===== src/rtl/mux_scan.sv =====
// Registered N-channel multiplexer with manual select and an auto-scan mode that
// dwells on each enabled channel before capturing it into a valid/ready output slot.
module mux_scan #(
  parameter  int N_CH  = 8,
  parameter  int W     = 8,
  parameter  int DWELL = 4,
  localparam int SW    = (N_CH > 1) ? $clog2(N_CH) : 1
) (
  input  logic              clk,
  input  logic              rst,
  input  logic [N_CH*W-1:0] din,
  input  logic [SW-1:0]     sel,
  input  logic              mode,
  input  logic [N_CH-1:0]   ch_en,
  input  logic              y_ready,
  output logic [W-1:0]      y,
  output logic [SW-1:0]     y_ch,
  output logic              y_valid
);

  typedef enum logic [1:0] {S_IDLE, S_DWELL, S_HOLD} state_t;

  localparam logic [7:0] CNT_LAST = 8'(DWELL - 1);

  state_t        state, state_nxt;
  logic [SW-1:0] ptr, ptr_nxt;
  logic [7:0]    cnt, cnt_nxt;
  logic          slot_free;
  logic          ptr_en;
  logic          capture;
  logic [SW-1:0] cap_ch;
  logic [W-1:0]  cap_data;

  // Upward search with wrap for the first enabled channel at or after start.
  function automatic logic [SW-1:0] first_en(input logic [N_CH-1:0] en, input int start);
    logic [SW-1:0] r;
    logic          found;
    int            idx;
    r     = SW'(start % N_CH);
    found = 1'b0;
    for (int i = 0; i < N_CH; i++) begin
      idx = (start + i) % N_CH;
      if (!found && en[idx]) begin
        r     = SW'(idx);
        found = 1'b1;
      end
    end
    return r;
  endfunction

  always_ff @(posedge clk) begin
    if (rst) begin
      state <= S_IDLE;
      ptr   <= '0;
      cnt   <= '0;
    end else begin
      state <= state_nxt;
      ptr   <= ptr_nxt;
      cnt   <= cnt_nxt;
    end
  end

  always_comb begin
    state_nxt = state;
    ptr_nxt   = ptr;
    cnt_nxt   = cnt;
    if (!mode) begin
      state_nxt = S_IDLE;
      cnt_nxt   = '0;
    end else begin
      case (state)
        S_IDLE: begin
          if (|ch_en) begin
            ptr_nxt   = first_en(ch_en, int'(ptr));
            cnt_nxt   = '0;
            state_nxt = S_DWELL;
          end
        end
        default: begin
          // A channel disabled under the pointer is abandoned without capturing.
          if (!ptr_en) begin
            ptr_nxt   = first_en(ch_en, int'(ptr) + 1);
            cnt_nxt   = '0;
            state_nxt = (|ch_en) ? S_DWELL : S_IDLE;
          end else if (capture) begin
            ptr_nxt   = first_en(ch_en, int'(ptr) + 1);
            cnt_nxt   = '0;
            state_nxt = S_DWELL;
          end else if (state == S_DWELL) begin
            if (cnt == CNT_LAST) state_nxt = S_HOLD;
            else                 cnt_nxt   = cnt + 8'd1;
          end
        end
      endcase
    end
  end

  always_comb begin
    slot_free = !y_valid || y_ready;
    ptr_en    = |(ch_en & (N_CH'(1) << ptr));
    capture   = 1'b0;
    cap_ch    = ptr;
    if (!mode) begin
      if (int'(sel) < N_CH) begin
        cap_ch  = sel;
        capture = slot_free;
      end
    end else if (((state == S_DWELL && cnt == CNT_LAST) || state == S_HOLD) && ptr_en) begin
      capture = slot_free;
    end
    cap_data = din[int'(cap_ch)*W +: W];
  end

  // A capture wins over a same-cycle accept, so the slot stays valid with the new word.
  always_ff @(posedge clk) begin
    if (rst) begin
      y       <= '0;
      y_ch    <= '0;
      y_valid <= 1'b0;
    end else if (capture) begin
      y       <= cap_data;
      y_ch    <= cap_ch;
      y_valid <= 1'b1;
    end else if (y_valid && y_ready) begin
      y_valid <= 1'b0;
    end
  end

endmodule


===== config.mk =====
export PLATFORM = sky130hd
export DESIGN_NAME = mux_scan
export DESIGN_NICKNAME = d
export VERILOG_FILES = /design/src/rtl/mux_scan.sv
export SDC_FILE = /design/constraint.sdc
export NUM_CORES = 1
export LEC_CHECK = 0
export ABC_AREA = 1
export CORE_MARGIN = 4
export CORE_UTILIZATION = 50
export CTS_CLUSTER_DIAMETER = 60
export CTS_CLUSTER_SIZE = 20
export DETAILED_ROUTE_END_ITERATION = 16
export GPL_ROUTABILITY_DRIVEN = 1
export PLACE_DENSITY_LB_ADDON = 0.25
export RECOVER_POWER = 25
export SLEW_MARGIN = 20
export SYNTH_ARGS = -nofsm -noshare
export SYNTH_HDL_FRONTEND = slang
export SYNTH_SLANG_ARGS = --single-unit

===== constraint.sdc =====
create_clock -name clk -period 3.3 [get_ports clk]
set_input_delay 0.33 -clock clk [delete_from_list [all_inputs] [get_ports clk]]
set_output_delay 0.33 -clock clk [all_outputs]
set_load 0.01 [all_outputs]

==> metrics.md, run 1 <==
| Metric | Value |
|---|---|
| CP peak stage delay | 0.57 ns |
| I/O pins | 91 |
| Crit-path max FO | 9 |
| PortBufs | 90 |
| Outcome | completed |
| Layout area overhead | 30.7% |
| CP Launch Type | flop |
| Leak | a little under 2 nW |
| H-tree lvl count | 1 |
| Clk buf depth | 2 |
| Yosys warns | 0 |
| Critical R2R Launch | ptr[1]$_SDFFE_PP0P_ |
| Slowest cell on crit path | ha_1 |
| Tightest Pin Transition | 0.934 ns |
| Total CTS buffers | 3 |
| Top_reg_cell synth | dfxtp_1 |
| Dominant cells by area after synthesis | nand2_1 17%, dfxtp_1 15%, nor2_1 9.7% |
| Vias in the first global route | roughly 3,900 |
| Worst hold stages | 2 |
| Post-CTS Setup Inserts | 0 |
| Synthesized area | between 3000 and 4000 um2 |
| EDFF count, synth | 0 |
| Hold Path End | cnt[1]$_SDFFE_PP0P_ |
| Max-slew violations | 0 |
| Tcrit/Tclk final | 0.932 |
| Chip width | between 80 and 90 um |
| Vias | 4,078 |
| Total core area | 6350 um2 |
| Max_cap viols | 0 |
| Commonest non-fill, non-tap cell in the layout | nand2_1 |
| Power density over the cells | a little under 1000 nW/um2 |
| Asr flop ratio synth | 0 |
| Peak VDD IR | between 0.8 and 0.9 mV |
| GP Congestion | 1.06 |
| Clock sink total | 25 |
| Clk slew on worst S/H paths | 0.09 ns |
| Worst reg2reg path depth | 17 |
| Share of post-route cells with drive strength above 1 | 0.105 |
| Commonest non-fill, non-tap cells in the layout | 151 x nand2_1, 84 x nor2_1, 81 x clkdlybuf4s50_1 |
| TritonCTS clock tree | built |
| Post-DP HPWL | about 8800 um |
| Critical path capture point type | flop |
| Area of the die | 7870 um2 |
| Most frequent CP cell | nand2_1 |
| Gr ovfl total | 0 |
| Initial Util | 0.513 |
| PnR Total Power | a little over 4 mW |
| WL/cell | around 15 um |
| Clk_lat worst skew | approximately 0.27 ns |
| Relative max-transition margin | 0.377 |
| Worst setup path class | flop to flop |
| Sequential area share after synthesis | 0.154 |
| Placement Rows | 29 |
| First-pass GRT wire length | about 18,000 um |
| Post-route ant nets | 0 |
| Cell family with most CP delay | simple AND/OR/NAND/NOR gates |
| Fmax achieved | between 300 and 400 MHz |
| Max Clock Skew | 0.00506 ns |
| FF-to-FF setup slack | between 0.2 and 0.25 ns |
| Arrival time worst endpoint | approximately 3.3 ns |
| Mapped Cells | 563 |
| Synth unique cells | 37 |
| Setup violators final | 0 |
| Clk root buf | clkbuf_8 |
| Yosys top cell area share | 0.174 |
| RSZ-0062 raised after global routing | false |
| DR vias/cell | 5.62 |
| Sum Neg Setup Slack | 0 ns |
| Final hold viol count | 0 |
| Initial antenna violation count | 0 |
| Final WL | 11,100 um |
| Diodes inserted | 0 |
| Worst Hold Class | flop to flop |
| Largest net degree at the start of global routing | 34 |
| # resized after CTS | 0 |
| R2R Path End | ptr[1]$_SDFFE_PP0P_ |
| Die height | 88.7 um |
| Min Tclk post-route | between 3 and 4 ns |
| Syn Area/Cell | ~5.8 um2 |
| Hold path start | cnt[1]$_SDFFE_PP0P_ |
| Syn_nets | around 650 |
| CTS Hold Bufs | 0 |
| Residual DRC | 0 |
| CP bufs+invs | 1 |
| Req. time, crit path | between 3 and 4 ns |
| Drt pass-1 iters | 5 |
| Synth Register Bits | 25 |
| GRT Util Overall | 0.287 |
| Post-synth top area cell | nand2_1 |
| Net count, final | between 700 and 800 |
| DR iter-0 viols | 220 |
| Crit path cell chain | buf_4 > ha_1 > ha_1 > xor2_1 > nand2_1 > nand2_1 > nand3_2 > nor2_2 > nand2_2 > nor2_1 > nand2_1 > nand3_1 > nand2_1 > nand2_1 > nand2_1 > nor2_1 > nor2_1 |
==> state kept, by name, summed over array words and instances, names as in the netlist <==
register  flops
cnt           8
y             8
ptr           3
y_ch          3
state         2
y_valid       1
==> worst reg2reg max path, stage by stage (launching register included) <==
cell	delay, ns
dfxtp_1	0.34
buf_4	0.19
ha_1	0.26
ha_1	0.58
xor2_1	0.41
nand2_1	0.10
nand2_1	0.11
nand3_2	0.11
nor2_2	0.13
nand2_2	0.11
nor2_1	0.12
nand2_1	0.11
nand3_1	0.12
nand2_1	0.06
nand2_1	0.06
nand2_1	0.06
nor2_1	0.09
nor2_1	0.04
==> metrics by stage <==
step                instances   util  setup slack [ns]  hold WS, ns  instance area [um2]
detailed placement        721  0.663             0.303        0.479                 4210
CTS                       725  0.671             0.290        0.500                 4260
floorplan                 563      -             0.633        0.408                 3260
global route              725  0.671            0.0137        0.512                 4260
global placement          721  0.663             0.340        0.477                 4210
finish                    725  0.671             0.224        0.497                 4260
==> power breakdown <==
group | internal [mW] | total, mW | switching (mW) | leakage, nW
Combinational | 1.16 | 3.60 | 2.44 | 1.73
Clock | 0.0865 | 0.182 | 0.0954 | 0.0228
Sequential | 0.340 | 0.370 | 0.0305 | 0.205
Total | 1.58 | 4.15 | 2.56 | 1.96
==> cells in the mapped netlist, types with 7 or more instances <==
cell type    n
nand2_1    151
nor2_1      84
o21ai_0     53
inv_1       45
nand3_1     43
dfxtp_1     25
a21oi_1     23
o221ai_1    16
nand2_2     13
clkbuf_1    11
ha_1        10
o21ai_1     10
nand3_2      9
inv_2        7
nand2_4      7
==> how the worst max path moves through the flow <==
stage	start	endpoint	slack (ns)	depth (start not counted)
after floorplan	ptr[0]$_SDFFE_PP0P_	ptr[0]$_SDFFE_PP0P_	0.63	22
after global placement	ptr[1]$_SDFFE_PP0P_	ptr[1]$_SDFFE_PP0P_	0.34	17
after detailed placement	ptr[1]$_SDFFE_PP0P_	ptr[1]$_SDFFE_PP0P_	0.30	17
after CTS	ptr[1]$_SDFFE_PP0P_	ptr[1]$_SDFFE_PP0P_	0.29	17
after global routing	ptr[1]$_SDFFE_PP0P_	ptr[1]$_SDFFE_PP0P_	0.01	17
final	ptr[1]$_SDFFE_PP0P_	ptr[1]$_SDFFE_PP0P_	0.22	17
==> area by class of cell <==
type	count	area, um2
timing repair buffer	102	991
multi-input combinational	463	2410
fill	589	2090
sequential	25	500
tap	77	96.3
clock buffer	4	45.0
inverter	54	210
==> kinds of logic (layout without fill, tap and decap cells) <==
group	count (synthesis)	after routing	synth area share
compound gates	112	112	0.199
xor+xnor	11	11	0.0296
fa+ha+maj	10	10	0.0384
buf+inv	75	160	0.105
flops	25	25	0.154
simple gates	330	330	0.474
==> layer usage <==
| layer | part of all wire | global-route usage | vias to the layer above |
|---|---|---|---|
| met5 | 0 | 0 | - |
| met1 | 0.38 | 0.310 | 1816 |
| met2 | 0.52 | 0.546 | 193 |
| li1 | - | - | 2027 |
| met3 | 0.066 | 0.0503 | 42 |
| met4 | 0.036 | 0.110 | 0 |
(Power assumes the default switching activity.)
==> run 2, diff against run 1 <==
--- a/config.mk
+++ b/config.mk
@@ -14,6 +14,7 @@
 export GPL_ROUTABILITY_DRIVEN = 1
 export PLACE_DENSITY_LB_ADDON = 0.25
 export RECOVER_POWER = 25
+export SETUP_SLACK_MARGIN = 0.15
 export SLEW_MARGIN = 20
 export SYNTH_ARGS = -nofsm -noshare
 export SYNTH_HDL_FRONTEND = slang
==> run 2 against run 1 <==
  * Utilization rose by 0.35 points
  * Non-clock buffer count did not move
  * Clock-buffer cell count did not move
  * Sequential power barely moved
  * Wire length fell by 0.65%
  * Combinational power barely moved
  * Clock power barely moved
  * Clock skew barely moved
  * Critical path type unchanged
  * Largest cell class unchanged
  * Largest power group unchanged
==> metrics.md, run 2 (synthesized netlist as in run 1, its figures left out) <==
| Metric | Value |
|---|---|
| TritonCTS clock tree | built |
| Layout area overhead | 31.4% |
| Initial antenna violation count | 0 |
| Area of the die | roughly 7900 um2 |
| GP Congestion | ~1.1 |
| Clock sink total | 25 |
| First-pass GRT wire length | between 15,000 and 20,000 um |
| Max Clock Skew | 0.00529 ns |
| Clk_lat worst skew | 0.27 ns |
| Worst Hold Class | flop to flop |
| Storage element area | roughly 500 um2 |
| Power density over the cells | between 900 and 1000 nW/um2 |
| Residual DRC | 0 |
| Regs by FF count | cnt x8, y x8 |
| Clk root buf | clkbuf_8 |
| Crit-path max FO | 9 |
| DR iter-0 viols | roughly 220 |
| CP Launch Type | flop |
| Final-layout fill cell count | just under 600 |
| Sum Neg Setup Slack | 0 ns |
| Logic gate share of total power | 0.867 |
| Tcrit/Tclk final | 0.871 |
| Final WL | ~11,000 um |
| Post-DP HPWL | a little under 9000 um |
| Total core area | 6350 um2 |
| Total CTS buffers | 3 |
| RSZ-0062 raised after global routing | false |
| Clock share of power | 0.044 |
| Critical path capture point type | flop |
| Vias | roughly 4,000 |
| Max_cap viols | 0 |
| GRT Util Overall | 0.287 |
| Setup violators final | 0 |
| Highest routed layer | met4 |
| Sw frac | 0.613 |
| Initial Util | 0.513 |
| Worst hold stages | 2 |
| Vias in the first global route | ~3,900 |
| Placement Rows | 29 |
| Multi-input combinational cell area | between 2000 and 2500 um2 |
| H-tree lvl count | 1 |
| Leak | just under 2 nW |
| Chip width | slightly below 90 um |
| Commonest non-fill, non-tap cell in the layout | nand2_1 |
| Relative max-transition margin | 0.379 |
| Sequential cell fraction of total power | 0.089 |
| PortBufs | 90 |
| Drt pass-1 iters | 5 |
| Clk buf depth | 2 |
| Commonest non-fill, non-tap cells in the layout | 151 x nand2_1, 84 x nor2_1, 81 x clkdlybuf4s50_1 |
| Post-route ant nets | 0 |
| Worst setup path class | flop to flop |
| DR vias/cell | 5.58 |
| Max-slew violations | 0 |
| Met2 routed WL | between 5000 and 6000 um |
| Largest net degree at the start of global routing | 34 |
| Peak VDD IR | approximately 0.83 mV |
| M1 WL | approximately 4200 um |
| Gr ovfl total | 0 |
| Arrival time worst endpoint | 3.05 ns |
| WL/cell | 15.2 um |
| Tightest Pin Transition | 0.930 ns |
| Outcome | completed |
| Final core utilization | 0.674 |
| I/O pins | 91 |
| Sw Pwr | between 2 and 3 mW |
| Diodes inserted | 0 |
| Fmax achieved | around 350 MHz |
| Clk slew on worst S/H paths | 0.09 ns |
| Die height | slightly below 90 um |
| Wire length on met3 | 748 um |
| Int Power | ~1.6 mW |
| Share of post-route cells with drive strength above 1 | 0.110 |
| Worst reg2reg path depth | 17 |
| Req. time, crit path | 3.48 ns |
| Final hold viol count | 0 |
| Net count, final | around 740 |
| Min Tclk post-route | 2.87 ns |
-- run 2: area by class of cell --
class | instances | area share
Multi-Input combinational cell | 463 | 0.569
Timing Repair Buffer | 102 | 0.232
Sequential cell | 25 | 0.117
Inverter | 54 | 0.0491
Tap cell | 77 | 0.0225
Clock buffer | 4 | 0.0105
-- run 2: timing repair --
| item | CTS | global route |
|---|---|---|
| setup buffers | 0 | 0 |
| hold buffers | 0 | 0 |
| resized for setup | 0 | 4 |
| endpoints found under the setup margin | 0 | 3 |
-- run 2: critical path: stages (launching register included) --
cell	delay [ns]
dfxtp_1	0.35
buf_4	0.19
ha_1	0.28
ha_4	0.40
xor2_1	0.30
nand3_1	0.13
nand2_2	0.15
nand3_2	0.11
nor2_2	0.13
nand2_2	0.11
nor2_1	0.12
nand2_1	0.11
nand3_1	0.11
nand2_1	0.05
nand2_1	0.06
nand2_1	0.06
nor2_1	0.09
nor2_1	0.04
-- run 2: worst paths after layout --
kind	start	endpoint	slack, ns
worst min-delay path	cnt[1]$_SDFFE_PP0P_	cnt[1]$_SDFFE_PP0P_	0.50
worst max register to register	ptr[1]$_SDFFE_PP0P_	ptr[1]$_SDFFE_PP0P_	0.43
worst max-delay path	ptr[1]$_SDFFE_PP0P_	ptr[1]$_SDFFE_PP0P_	0.43
worst min register to register	cnt[1]$_SDFFE_PP0P_	cnt[1]$_SDFFE_PP0P_	0.50
-- run 2: through the flow --
| stage | power (mW) | instance area, um2 | cells | hold WS, ns | setup WS (ns) |
|---|---|---|---|---|---|
| after floorplan | 3.09 | 3260 | 563 | 0.408 | 0.633 |
| after detailed placement | 3.88 | 4210 | 721 | 0.479 | 0.303 |
| final | 4.17 | 4280 | 725 | 0.497 | 0.426 |
| after global placement | 3.84 | 4210 | 721 | 0.477 | 0.340 |
| after global routing | 4.53 | 4280 | 725 | 0.512 | 0.231 |
| after CTS | 4.07 | 4260 | 725 | 0.500 | 0.290 |
-- run 2: routing by layer --
metal  GRT usage  up-vias
li1            -     2031
met1       0.310     1795
met2       0.546      188
met3      0.0503       35
met4       0.110        0
met5           0        -
-- run 2: power groups by stage --
stage	Combinational, mW	Sequential (mW)	Clock (mW)
6_report	3.61	0.371	0.182
4_1_cts	3.52	0.370	0.183
3_5_place_dp	3.51	0.376	0
5_1_grt	3.96	0.375	0.195
2_1_floorplan	2.71	0.379	0
3_3_place_gp	3.46	0.375	0
